[src/rtl/mmio_pkg.sv]
// Shared types and helpers for the MMIO router.
// Region codes name the fixed peripherals on the data port.
package mmio_pkg;

    typedef enum logic [1:0] {
        IDLE = 2'd0,
        WAIT = 2'd1,
        DONE = 2'd2
    } state_e;

    localparam logic [3:0] VMEM   = 4'hc;
    localparam logic [3:0] TIMER  = 4'hd;
    localparam logic [3:0] KBD    = 4'he;
    localparam logic [3:0] LOADER = 4'hf;

    localparam int MAX_BE = 128;

    // Reverse the lowest n lanes; upper input lanes must be zero.
    function automatic logic [MAX_BE-1:0] lane_rev(
        input logic [MAX_BE-1:0] be,
        input int unsigned       n
    );
        logic [MAX_BE-1:0] r;
        r = {<<{be}};
        return r >> (MAX_BE - n);
    endfunction

endpackage

[src/rtl/mmio_router_if.sv]
// Data-port and peripheral bundle for the MMIO router.
// slave = router view, master = pipeline plus peripherals.
interface mmio_router_if #(
    parameter int NUM_SLAVES = 5,
    parameter int ADDR_W     = 30,
    parameter int DATA_W     = 32
);
    logic                         cpu_read;
    logic                         cpu_write;
    logic [ADDR_W-1:0]            cpu_addr;
    logic [DATA_W-1:0]            cpu_wdata;
    logic [DATA_W/8-1:0]          cpu_be;
    logic [DATA_W-1:0]            cpu_rdata;
    logic                         cpu_stall;
    logic                         cpu_err;
    logic [NUM_SLAVES-1:0]        slv_req;
    logic                         slv_we;
    logic [ADDR_W-1:0]            slv_addr;
    logic [DATA_W-1:0]            slv_wdata;
    logic [DATA_W/8-1:0]          slv_be;
    logic [NUM_SLAVES*DATA_W-1:0] slv_rdata;
    logic [NUM_SLAVES-1:0]        slv_ack;

    modport slave (
        input  cpu_read, cpu_write, cpu_addr, cpu_wdata, cpu_be,
        input  slv_rdata, slv_ack,
        output cpu_rdata, cpu_stall, cpu_err,
        output slv_req, slv_we, slv_addr, slv_wdata, slv_be
    );

    modport master (
        output cpu_read, cpu_write, cpu_addr, cpu_wdata, cpu_be,
        output slv_rdata, slv_ack,
        input  cpu_rdata, cpu_stall, cpu_err,
        input  slv_req, slv_we, slv_addr, slv_wdata, slv_be
    );

endinterface

[src/rtl/mmio_addr_decoder.sv]
// Region-code priority match: lowest matching slot wins,
// unmatched addresses fall back to the default slave.
module mmio_addr_decoder #(
    parameter int                              NUM_SLAVES    = 5,
    parameter int                              REGION_BITS   = 4,
    parameter logic [NUM_SLAVES*REGION_BITS-1:0] SLAVE_IDS   = '0,
    parameter int                              DEFAULT_SLAVE = 0,
    parameter int                              SEL_W         = 3
) (
    input  logic [REGION_BITS-1:0] i_region,
    output logic [SEL_W-1:0]       o_sel,
    output logic [NUM_SLAVES-1:0]  o_onehot
);

    always_comb begin
        o_sel = SEL_W'(DEFAULT_SLAVE);
        for (int i = NUM_SLAVES - 1; i >= 0; i--) begin
            if (i_region == SLAVE_IDS[i*REGION_BITS +: REGION_BITS])
                o_sel = SEL_W'(i);
        end
        o_onehot        = '0;
        o_onehot[o_sel] = 1'b1;
    end

endmodule

[src/rtl/mmio_router.sv]
// Routes pipeline data accesses to one of NUM_SLAVES peripherals
// with a wait-for-ack handshake, timeout error and pipeline stall.
module mmio_router
    import mmio_pkg::*;
#(
    parameter int                                NUM_SLAVES    = 5,
    parameter int                                ADDR_W        = 30,
    parameter int                                DATA_W        = 32,
    parameter int                                REGION_BITS   = 4,
    parameter logic [NUM_SLAVES*REGION_BITS-1:0] SLAVE_IDS     =
        {LOADER, KBD, TIMER, VMEM, 4'h0},
    parameter int                                DEFAULT_SLAVE = 0,
    parameter int                                TIMEOUT       = 255,
    parameter logic [NUM_SLAVES-1:0]             LANE_REVERSE  = '0
) (
    input  logic         ui_clk,
    input  logic         rst,
    mmio_router_if.slave bus
);

    localparam int BE_W  = DATA_W / 8;
    localparam int SEL_W = (NUM_SLAVES > 1) ? $clog2(NUM_SLAVES) : 1;
    localparam int CNT_W = $clog2(TIMEOUT + 1);

    logic [SEL_W-1:0]      w_sel;
    logic [NUM_SLAVES-1:0] w_onehot;
    logic [BE_W-1:0]       w_be_rev;
    logic [BE_W-1:0]       w_be;
    logic [DATA_W-1:0]     w_slot;
    logic                  w_ack;
    logic                  w_go;

    state_e                r_state;
    logic [SEL_W-1:0]      r_sel;
    logic [CNT_W-1:0]      r_cnt;
    logic [NUM_SLAVES-1:0] r_req;
    logic                  r_we;
    logic [ADDR_W-1:0]     r_addr;
    logic [DATA_W-1:0]     r_wdata;
    logic [BE_W-1:0]       r_be;
    logic [DATA_W-1:0]     r_rdata;
    logic                  r_err;

    mmio_addr_decoder #(
        .NUM_SLAVES    (NUM_SLAVES),
        .REGION_BITS   (REGION_BITS),
        .SLAVE_IDS     (SLAVE_IDS),
        .DEFAULT_SLAVE (DEFAULT_SLAVE),
        .SEL_W         (SEL_W)
    ) u_dec (
        .i_region (bus.cpu_addr[ADDR_W-1 -: REGION_BITS]),
        .o_sel    (w_sel),
        .o_onehot (w_onehot)
    );

    assign w_go     = bus.cpu_read | bus.cpu_write;
    assign w_be_rev = BE_W'(lane_rev(MAX_BE'(bus.cpu_be), BE_W));
    assign w_be     = LANE_REVERSE[w_sel] ? w_be_rev : bus.cpu_be;
    assign w_slot   = bus.slv_rdata[r_sel*DATA_W +: DATA_W];
    assign w_ack    = bus.slv_ack[r_sel];

    // Stall drops only in DONE, the single cycle the pipeline advances.
    always_ff @(posedge ui_clk) begin
        if (!rst) begin
            r_state <= IDLE;
            r_sel   <= '0;
            r_cnt   <= '0;
            r_req   <= '0;
            r_we    <= 1'b0;
            r_addr  <= '0;
            r_wdata <= '0;
            r_be    <= '0;
            r_rdata <= '0;
            r_err   <= 1'b0;
        end else begin
            r_err <= 1'b0;
            unique case (r_state)
                IDLE: begin
                    if (w_go) begin
                        r_sel   <= w_sel;
                        r_req   <= w_onehot;
                        r_we    <= bus.cpu_write;
                        r_addr  <= bus.cpu_addr;
                        r_wdata <= bus.cpu_wdata;
                        r_be    <= w_be;
                        r_cnt   <= '0;
                        r_state <= WAIT;
                    end
                end
                WAIT: begin
                    if (w_ack) begin
                        if (!r_we) r_rdata <= w_slot;
                        r_req   <= '0;
                        r_state <= DONE;
                    end else if (r_cnt == CNT_W'(TIMEOUT - 1)) begin
                        if (!r_we) r_rdata <= '0;
                        r_req   <= '0;
                        r_err   <= 1'b1;
                        r_state <= DONE;
                    end else begin
                        r_cnt <= r_cnt + CNT_W'(1);
                    end
                end
                DONE: begin
                    r_cnt   <= '0;
                    r_state <= IDLE;
                end
                default: r_state <= IDLE;
            endcase
        end
    end

    assign bus.cpu_stall = w_go && (r_state != DONE);
    assign bus.cpu_rdata = r_rdata;
    assign bus.cpu_err   = r_err;
    assign bus.slv_req   = r_req;
    assign bus.slv_we    = r_we;
    assign bus.slv_addr  = r_addr;
    assign bus.slv_wdata = r_wdata;
    assign bus.slv_be    = r_be;

endmodule

[src/flat_wrapper.sv]
// flat-port wrapper written by rule: the top's interface ports become plain ports
module mmio_router_flat import mmio_pkg::*;
#(
    parameter int                                NUM_SLAVES    = 5,
    parameter int                                ADDR_W        = 30,
    parameter int                                DATA_W        = 32,
    parameter int                                REGION_BITS   = 4,
    parameter logic [NUM_SLAVES*REGION_BITS-1:0] SLAVE_IDS     =
        {LOADER, KBD, TIMER, VMEM, 4'h0},
    parameter int                                DEFAULT_SLAVE = 0,
    parameter int                                TIMEOUT       = 255,
    parameter logic [NUM_SLAVES-1:0]             LANE_REVERSE  = '0
)
  (ui_clk, rst, bus_cpu_read, bus_cpu_write, bus_cpu_addr, bus_cpu_wdata, bus_cpu_be, bus_slv_rdata, bus_slv_ack, bus_cpu_rdata, bus_cpu_stall, bus_cpu_err, bus_slv_req, bus_slv_we, bus_slv_addr, bus_slv_wdata, bus_slv_be);
  mmio_router_if #(.NUM_SLAVES(NUM_SLAVES), .ADDR_W(ADDR_W), .DATA_W(DATA_W)) bus_i ();
  input  logic ui_clk;
  input  logic rst;
  input wire logic [$bits(bus_i.cpu_read)-1:0] bus_cpu_read;
  input wire logic [$bits(bus_i.cpu_write)-1:0] bus_cpu_write;
  input wire logic [$bits(bus_i.cpu_addr)-1:0] bus_cpu_addr;
  input wire logic [$bits(bus_i.cpu_wdata)-1:0] bus_cpu_wdata;
  input wire logic [$bits(bus_i.cpu_be)-1:0] bus_cpu_be;
  input wire logic [$bits(bus_i.slv_rdata)-1:0] bus_slv_rdata;
  input wire logic [$bits(bus_i.slv_ack)-1:0] bus_slv_ack;
  output wire logic [$bits(bus_i.cpu_rdata)-1:0] bus_cpu_rdata;
  output wire logic [$bits(bus_i.cpu_stall)-1:0] bus_cpu_stall;
  output wire logic [$bits(bus_i.cpu_err)-1:0] bus_cpu_err;
  output wire logic [$bits(bus_i.slv_req)-1:0] bus_slv_req;
  output wire logic [$bits(bus_i.slv_we)-1:0] bus_slv_we;
  output wire logic [$bits(bus_i.slv_addr)-1:0] bus_slv_addr;
  output wire logic [$bits(bus_i.slv_wdata)-1:0] bus_slv_wdata;
  output wire logic [$bits(bus_i.slv_be)-1:0] bus_slv_be;
  assign bus_i.cpu_read = bus_cpu_read;
  assign bus_i.cpu_write = bus_cpu_write;
  assign bus_i.cpu_addr = bus_cpu_addr;
  assign bus_i.cpu_wdata = bus_cpu_wdata;
  assign bus_i.cpu_be = bus_cpu_be;
  assign bus_i.slv_rdata = bus_slv_rdata;
  assign bus_i.slv_ack = bus_slv_ack;
  assign bus_cpu_rdata = bus_i.cpu_rdata;
  assign bus_cpu_stall = bus_i.cpu_stall;
  assign bus_cpu_err = bus_i.cpu_err;
  assign bus_slv_req = bus_i.slv_req;
  assign bus_slv_we = bus_i.slv_we;
  assign bus_slv_addr = bus_i.slv_addr;
  assign bus_slv_wdata = bus_i.slv_wdata;
  assign bus_slv_be = bus_i.slv_be;
  mmio_router #(.NUM_SLAVES(NUM_SLAVES), .ADDR_W(ADDR_W), .DATA_W(DATA_W), .REGION_BITS(REGION_BITS), .SLAVE_IDS(SLAVE_IDS), .DEFAULT_SLAVE(DEFAULT_SLAVE), .TIMEOUT(TIMEOUT), .LANE_REVERSE(LANE_REVERSE)) u_core (.ui_clk(ui_clk), .rst(rst), .bus(bus_i));
endmodule
[config.mk]
export PLATFORM = sky130hd
export DESIGN_NAME = mmio_router_flat
export DESIGN_NICKNAME = d
export VERILOG_FILES = /design/src/rtl/mmio_pkg.sv /design/src/rtl/mmio_router_if.sv /design/src/rtl/mmio_addr_decoder.sv /design/src/rtl/mmio_router.sv /design/src/flat_wrapper.sv
export SDC_FILE = /design/constraint.sdc
export NUM_CORES = 1
export LEC_CHECK = 0
export BUFFER_PORTS_ARGS = -buffer_cell sky130_fd_sc_hd__buf_2
export CORE_AREA = 2 2 134 136
export CTS_CLUSTER_DIAMETER = 60
export DETAILED_ROUTE_END_ITERATION = 8
export DIE_AREA = 0 0 136 138
export SYNTH_ARGS = -nofsm -noshare
export SYNTH_HDL_FRONTEND = slang
export SYNTH_HIERARCHICAL = 1
export SYNTH_SLANG_ARGS = --single-unit
[constraint.sdc]
create_clock -name ui_clk -period 2.5 [get_ports ui_clk]
set_input_delay 0.625 -clock ui_clk [delete_from_list [all_inputs] [get_ports ui_clk]]
set_output_delay 0.625 -clock ui_clk [all_outputs]
set_load 0.01 [all_outputs]
# Yosys cells after proc, flatten, opt, wreduce, memory -nomap -nowiden
# Memory sizes are Yosys's and may differ from the RTL's.
# Cells that the tools add are included.
# classes
n_addsub	1
magnitude_cmp	3
eq_ne	12
shifts	1
mux	28
bitwise_logic	4
reduce_logical	13
# op_table
op	n
$shiftx A160 B9 Y32	1
$mux W32	4
$mux W8	3
$pmux W8 S3	1
$eq A4 B4 Y1 const B	4
$mux W3	5
$mux W5	3
$pmux W5 S2	1
$add A8 B1 Y8 const B	1
$eq A8 B8 Y1 const B	1
$lt A3 B4 Y1 const B	2
$mux W2	3
$ne A2 B2 Y1 const B	3
$reduce_and A3 Y1	2
$logic_not A4 Y1	1
$mux W1	4
$mux W4	1
$pmux W2 S2	1
$reduce_and A2 Y1	2
$reduce_and A4 Y1	1
$reduce_bool A2 Y1	2
$bmux W1 S3	1
$demux W1 S3	1
$ge A3 B1 Y1 const B	1
10 further kinds	13
# totals
ff_bits	118
rom_bits	8
inputBits	235
out_inout_bits	106
elab_cells	73
n_memories	1
# mem_list
name	words	width	rd	rd_clocked_by_memory_dff	wr	line_no	rtl
(no name shown)	8	1	1	0	0	mmio_router.sv:58	assign w_be = LANE_REVERSE[w_sel] ? w_be_rev : bus.cpu_be;

# Logic depth before layout (Yosys ltp)
# depth
word_depth	12
ltp_mapped	8
mapped_depth_nobuf	7

# By module
# The synthesis kept the hierarchy.
# by_module_without_submodules
mod	instances	cells_each	area_per_inst_um2	seq_area_each_um2
mmio_router	1	556	5407.7	2362.3
mmio_addr_decoder	1	10	53.8	0.0

# Worst setup path after synthesis
# OpenSTA, ideal clock, no wires.
# synth_timing
path_type	input port to flip-flop
from	in bus_slv_ack[1]
to	reg u_core.r_rdata[10] (netlist: u_core/bus.cpu_rdata[10])
setup_ps	68
arrival_time_ps	1837
required_time_ps	2432
setup_slack_ps	595
cell_stages	6
n_path_buf	1
cell_sequence	mux2i_1 o22ai_2 nor3_2 o31a_1 buf_2 o2bb2ai_2
# synth_via
elab_chain_cells	4
elab_cells_between_ends	5
cone_classes	3 x mux; 2 x reduce/logical
# synth_rtl
item	line_no	rtl
start, declared	flat_wrapper.sv:24	input wire logic [$bits(bus_i.slv_ack)-1:0] bus_slv_ack;
$bmux W1 S3 *	mmio_router.sv:60	assign w_ack = bus.slv_ack[r_sel];
$mux W1 (implied by the code) *	mmio_router.sv:60	
$reduce_bool A2 Y1 (no source line)	n/a	
$reduce_and A3 Y1 (no source line)	n/a	
end signal, assigned	mmio_router.sv:92	if (!r_we) r_rdata <= w_slot;
end, declared	mmio_router.sv:41	logic [DATA_W-1:0] r_rdata;
# Mark *: on every way between the ends. The rest lies on a longest branch, timed or not. The select of a mux whose other input is x is not followed.
# A chain may end at the register's enable or synchronous reset.

# Worst setup path after layout
# layout_timing
from	reg u_core.r_sel[2]
to	reg u_core.r_rdata[26] (netlist: u_core/bus.cpu_rdata[26])
# layout_via
elab_chain_cells	4
elab_cells_between_ends	7
cone_classes	1 x shift; 4 x mux; 2 x reduce/logical
# layout_rtl
item	line_no	rtl
start, declared	mmio_router.sv:34	logic [SEL_W-1:0] r_sel;
start signal, assigned	mmio_router.sv:80	r_sel <= w_sel;
branches (longest 4 deep; another with $shiftx A160 B9 Y32)	n/a	
# Several ways; the timed one is not identified. The select of a mux whose other input is x is not followed.

==> metrics.md <==
| Metric | Value |
|---|---|
| RSZ-0062 raised after global routing | false |
| TritonCTS clock tree | built |
| Final Max Tran Viols | 0 |
| Nets | about 1100 |
| Maximum number of pins on one net before global-route repair | 75 |
| Post-DR wirelength/cell | 17.19 um |
| Sequential area share after synthesis | roughly 43% |
| Endpoints failing hold | 0 |
| Synth Cell Area | 5461 um^2 |
| Sw power | ~1.6 mW |
| DRT iter0 DRCs | ~230 |
| Least-Margin Pin Slew | roughly 1.1 ns |
| Post-route DRC | 0 |
| Cells after Synth | 566 |
| Clk_skew | roughly 0.0086 ns |
| Total I/O pin count | 341 |
| Hold crit path type | in -> reg |
| Final core occ | 45.40% |
| DRT Wirelength | about 20000 um |
| Port Buf Inserts | 340 |
| Critical path peak fanout | 32 |
| Remaining global-route overflow | 0 |
| Starting Density | between 30% and 40% |
| Setup-failing EPs final | 0 |
| Ys Warns | 6 |
| Hold_buf cts | 0 |
| Placer Congestion | 0.8236 |
| Worst vdd ir | 0.0004604 V |
| Hold depth | 3 |
| Tot Pwr | about 5.5 mW |
| Synth async-reset ratio | 0% |
| Clock Power Share | about two fifths |
| DP Cell Count | approximately 1100 |
| WHS | between 0.4 and 0.5 ns |
| Via count | 5639 |
| First-pass GRT wire length | ~30000 um |
| Bufs on Longest Clock Path | 2 |
| Crit path arrival time | 2.34 ns |
| Startpoint Class | flip-flop |
| Part of the power in registers | 38.8% |
| Prevailing post-synth register cell | dfxtp_1 |
| Cell Pwr Density | 684.9 nW/um^2 |
| P_int | about 3.8 mW |
| Total die area | 18770 um^2 |
| Area Overhead vs Synth | 45.77% |
| CTS Sinks | roughly 120 |
| Post-CTS sizing | 0 |
| DR pass1 iterations | 5 |
| Comb pwr share | 19.3% |
| Slew headroom | 27.03% |
| Clk slew on worst S/H paths | around 0.06 ns |
| GRT Resource Usage Total | 20.17% |
| Setup TNS | 0 ns |
| Hold wc startpoint | bus_cpu_addr[10] |
| Sink of the worst hold path | u_core/bus.slv_addr[10]$_SDFFE_PN0P_ |
| Vias in the first global route | around 5400 |
| Leak Pwr | 3.681 nW |
| Crit end category | flip-flop |
| Post-Layout Cell Count | 1135 |
| Initial antenna violation count | 2 |
| # H-tree levels | 4 |
| Root buf cell | clkbuf_16 |
| Reg2reg setup slack | between 0.4 and 0.5 ns |
| CP required | 2.84 ns |
| Worst skew pair latency | 0.41 ns |
| Commonest non-fill, non-tap cell in the layout | buf_2 |
| Post-route ant nets | 0 |
| Post-synth EDFFs | 0 |
| Die Height | about 140 um |
| DPL Wire Length | 14820 um |
| Part of the cycle the worst path needs | between 80% and 90% |
| Worst r2r dst | u_core/bus.cpu_rdata[26]$_SDFFE_PN0P_ |
| Status | completed |
| Seq cells post-synth | 118 |
| Critical path class | reg -> reg |
| Maxcap violations | 0 |
| Avg Inst Size Synth | 9.649 um^2 |
| Tmin final | approximately 2.0 ns |
| CTS buffer count | 17 |
| Count of cell types in the netlist | 44 |
| Vias per cell | 4.968 |
| RR Startpoint | u_core/r_sel[2]$_SDFFE_PN0P_ |
| Die X | 136 um |
| Net Count, Synth | ~800 |
| Fillers | 1779 |
| # rows | 49 |
| Ratio of cells with drive above 1 in the final layout | around half |
| Core Area | 17530 um^2 |
| Highest achievable clock rate | 0.4997 GHz |
| R2R cell count | 6 |
| Sw Share | 29.93% |
| Commonest cells after routing, fill and taps aside | buf_2 (340), nand2_1 (155), dfxtp_1 (116) |
| Setup Fix Bufs, Post-CTS | 0 |
## cell usage after synthesis (2+ instances only)
cell | number | area share (%)
a22oi_1 | 35 | 4.8
mux4_2 | 32 | 13
mux2i_1 | 3 | 0.55
and3_1 | 2 | 0.23
nand2b_1 | 2 | 0.23
nor2_1 | 11 | 0.76
buf_2 | 11 | 1.0
or4_1 | 2 | 0.27
inv_1 | 4 | 0.27
o21ai_1 | 2 | 0.18
or2_1 | 2 | 0.23
nor3b_1 | 2 | 0.27
nand2_1 | 155 | 11
clkbuf_1 | 32 | 2.2
ha_1 | 2 | 0.46
dfxtp_1 | 118 | 43
buf_6 | 4 | 0.82
o2bb2ai_2 | 30 | 8.2
o2bb2ai_1 | 2 | 0.32
or3_1 | 2 | 0.23
nor4_1 | 2 | 0.23
o211ai_1 | 7 | 0.96
a21oi_1 | 77 | 7.1
nor3_1 | 2 | 0.18
nand3_1 | 5 | 0.46
o311ai_1 | 2 | 0.32
## metrics by stage
step                      area [um^2]  setup slack [ns]
after CTS                        7959            0.5201
after floorplan                  5461            0.5945
after global routing             7961            0.4075
after detailed placement         7403            0.3758
final                            7961            0.4989
after global placement           7403            0.4097
## power by group through the flow
stage	sequential [mW]	clock [mW]	combinational (mW)
4_1_cts	2.12	2.35	1.07
2_1_floorplan	2.21	0	0.502
3_5_place_dp	2.16	0	1.07
5_1_grt	2.13	2.43	1.16
6_report	2.12	2.28	1.05
3_3_place_gp	2.15	0	1.06
## critical path, stage by stage (launching register included)
cell and delay [ns]:
dfxtp_1 0.36, or2_0 0.26, o22ai_2 0.25, nor2_2 0.08, or3_2 0.45, buf_4 0.32, o2bb2ai_2 0.20
## layer usage
layer	share of wire [%]	vias up	routed length (um)	GRT usage (%)
li1	-	2700	-	-
met1	39	2626	7652	23.95
met2	47	278	9263	32.82
met3	11	33	2112	8.508
met5	0.087	-	17	0
met4	2.4	2	466	6.579
## layout make-up
type,count,area (um^2),area share (%)
multi-input combinational,395,2882,36.19
sequential,118,2365,29.70
timing repair buffer,355,1852,23.26
clock buffer,18,439.2,5.516
tap,229,286.5,3.599
clock inverter,14,116.4,1.462
inverter,5,18.77,0.2357
antenna,1,2.502,0.03143
## registers in the layout, summed over array words and instances, names as in the netlist
signal                count
u_core/bus.cpu_err        1
u_core/r_sel              3
u_core/bus.cpu_rdata     32
u_core/bus.slv_req        5
u_core/r_cnt              8
u_core/r_state            2
u_core/bus.slv_we         1
u_core/bus.slv_be         4
u_core/bus.slv_wdata     32
u_core/bus.slv_addr      30
## how the worst max path moves through the flow
stage          cells past startpoint                          from                                    end  slack, ns
2_1_floorplan                      6                bus_slv_ack[1]  u_core/bus.cpu_rdata[10]$_SDFFE_PN0P_       0.59
3_3_place_gp                       7                bus_slv_ack[1]  u_core/bus.cpu_rdata[31]$_SDFFE_PN0P_       0.41
3_5_place_dp                       7                bus_slv_ack[1]  u_core/bus.cpu_rdata[13]$_SDFFE_PN0P_       0.38
4_1_cts                            6  u_core/r_sel[2]$_SDFFE_PN0P_  u_core/bus.cpu_rdata[29]$_SDFFE_PN0P_       0.52
5_1_grt                            6  u_core/r_sel[2]$_SDFFE_PN0P_  u_core/bus.cpu_rdata[26]$_SDFFE_PN0P_       0.41
6_report                           6  u_core/r_sel[2]$_SDFFE_PN0P_  u_core/bus.cpu_rdata[26]$_SDFFE_PN0P_       0.50
## cells by family after synthesis
logic type / count (synthesis) / share of synthesized area [%]
xor+xnor: 1 / 0.1604
simple gates: 195 / 14.91
mux: 35 / 13.75
fa+ha+maj: 2 / 0.4581
compound gates: 162 / 23.02
buf+inv: 53 / 4.444
flops: 118 / 43.25
(Power assumes the default switching activity.)
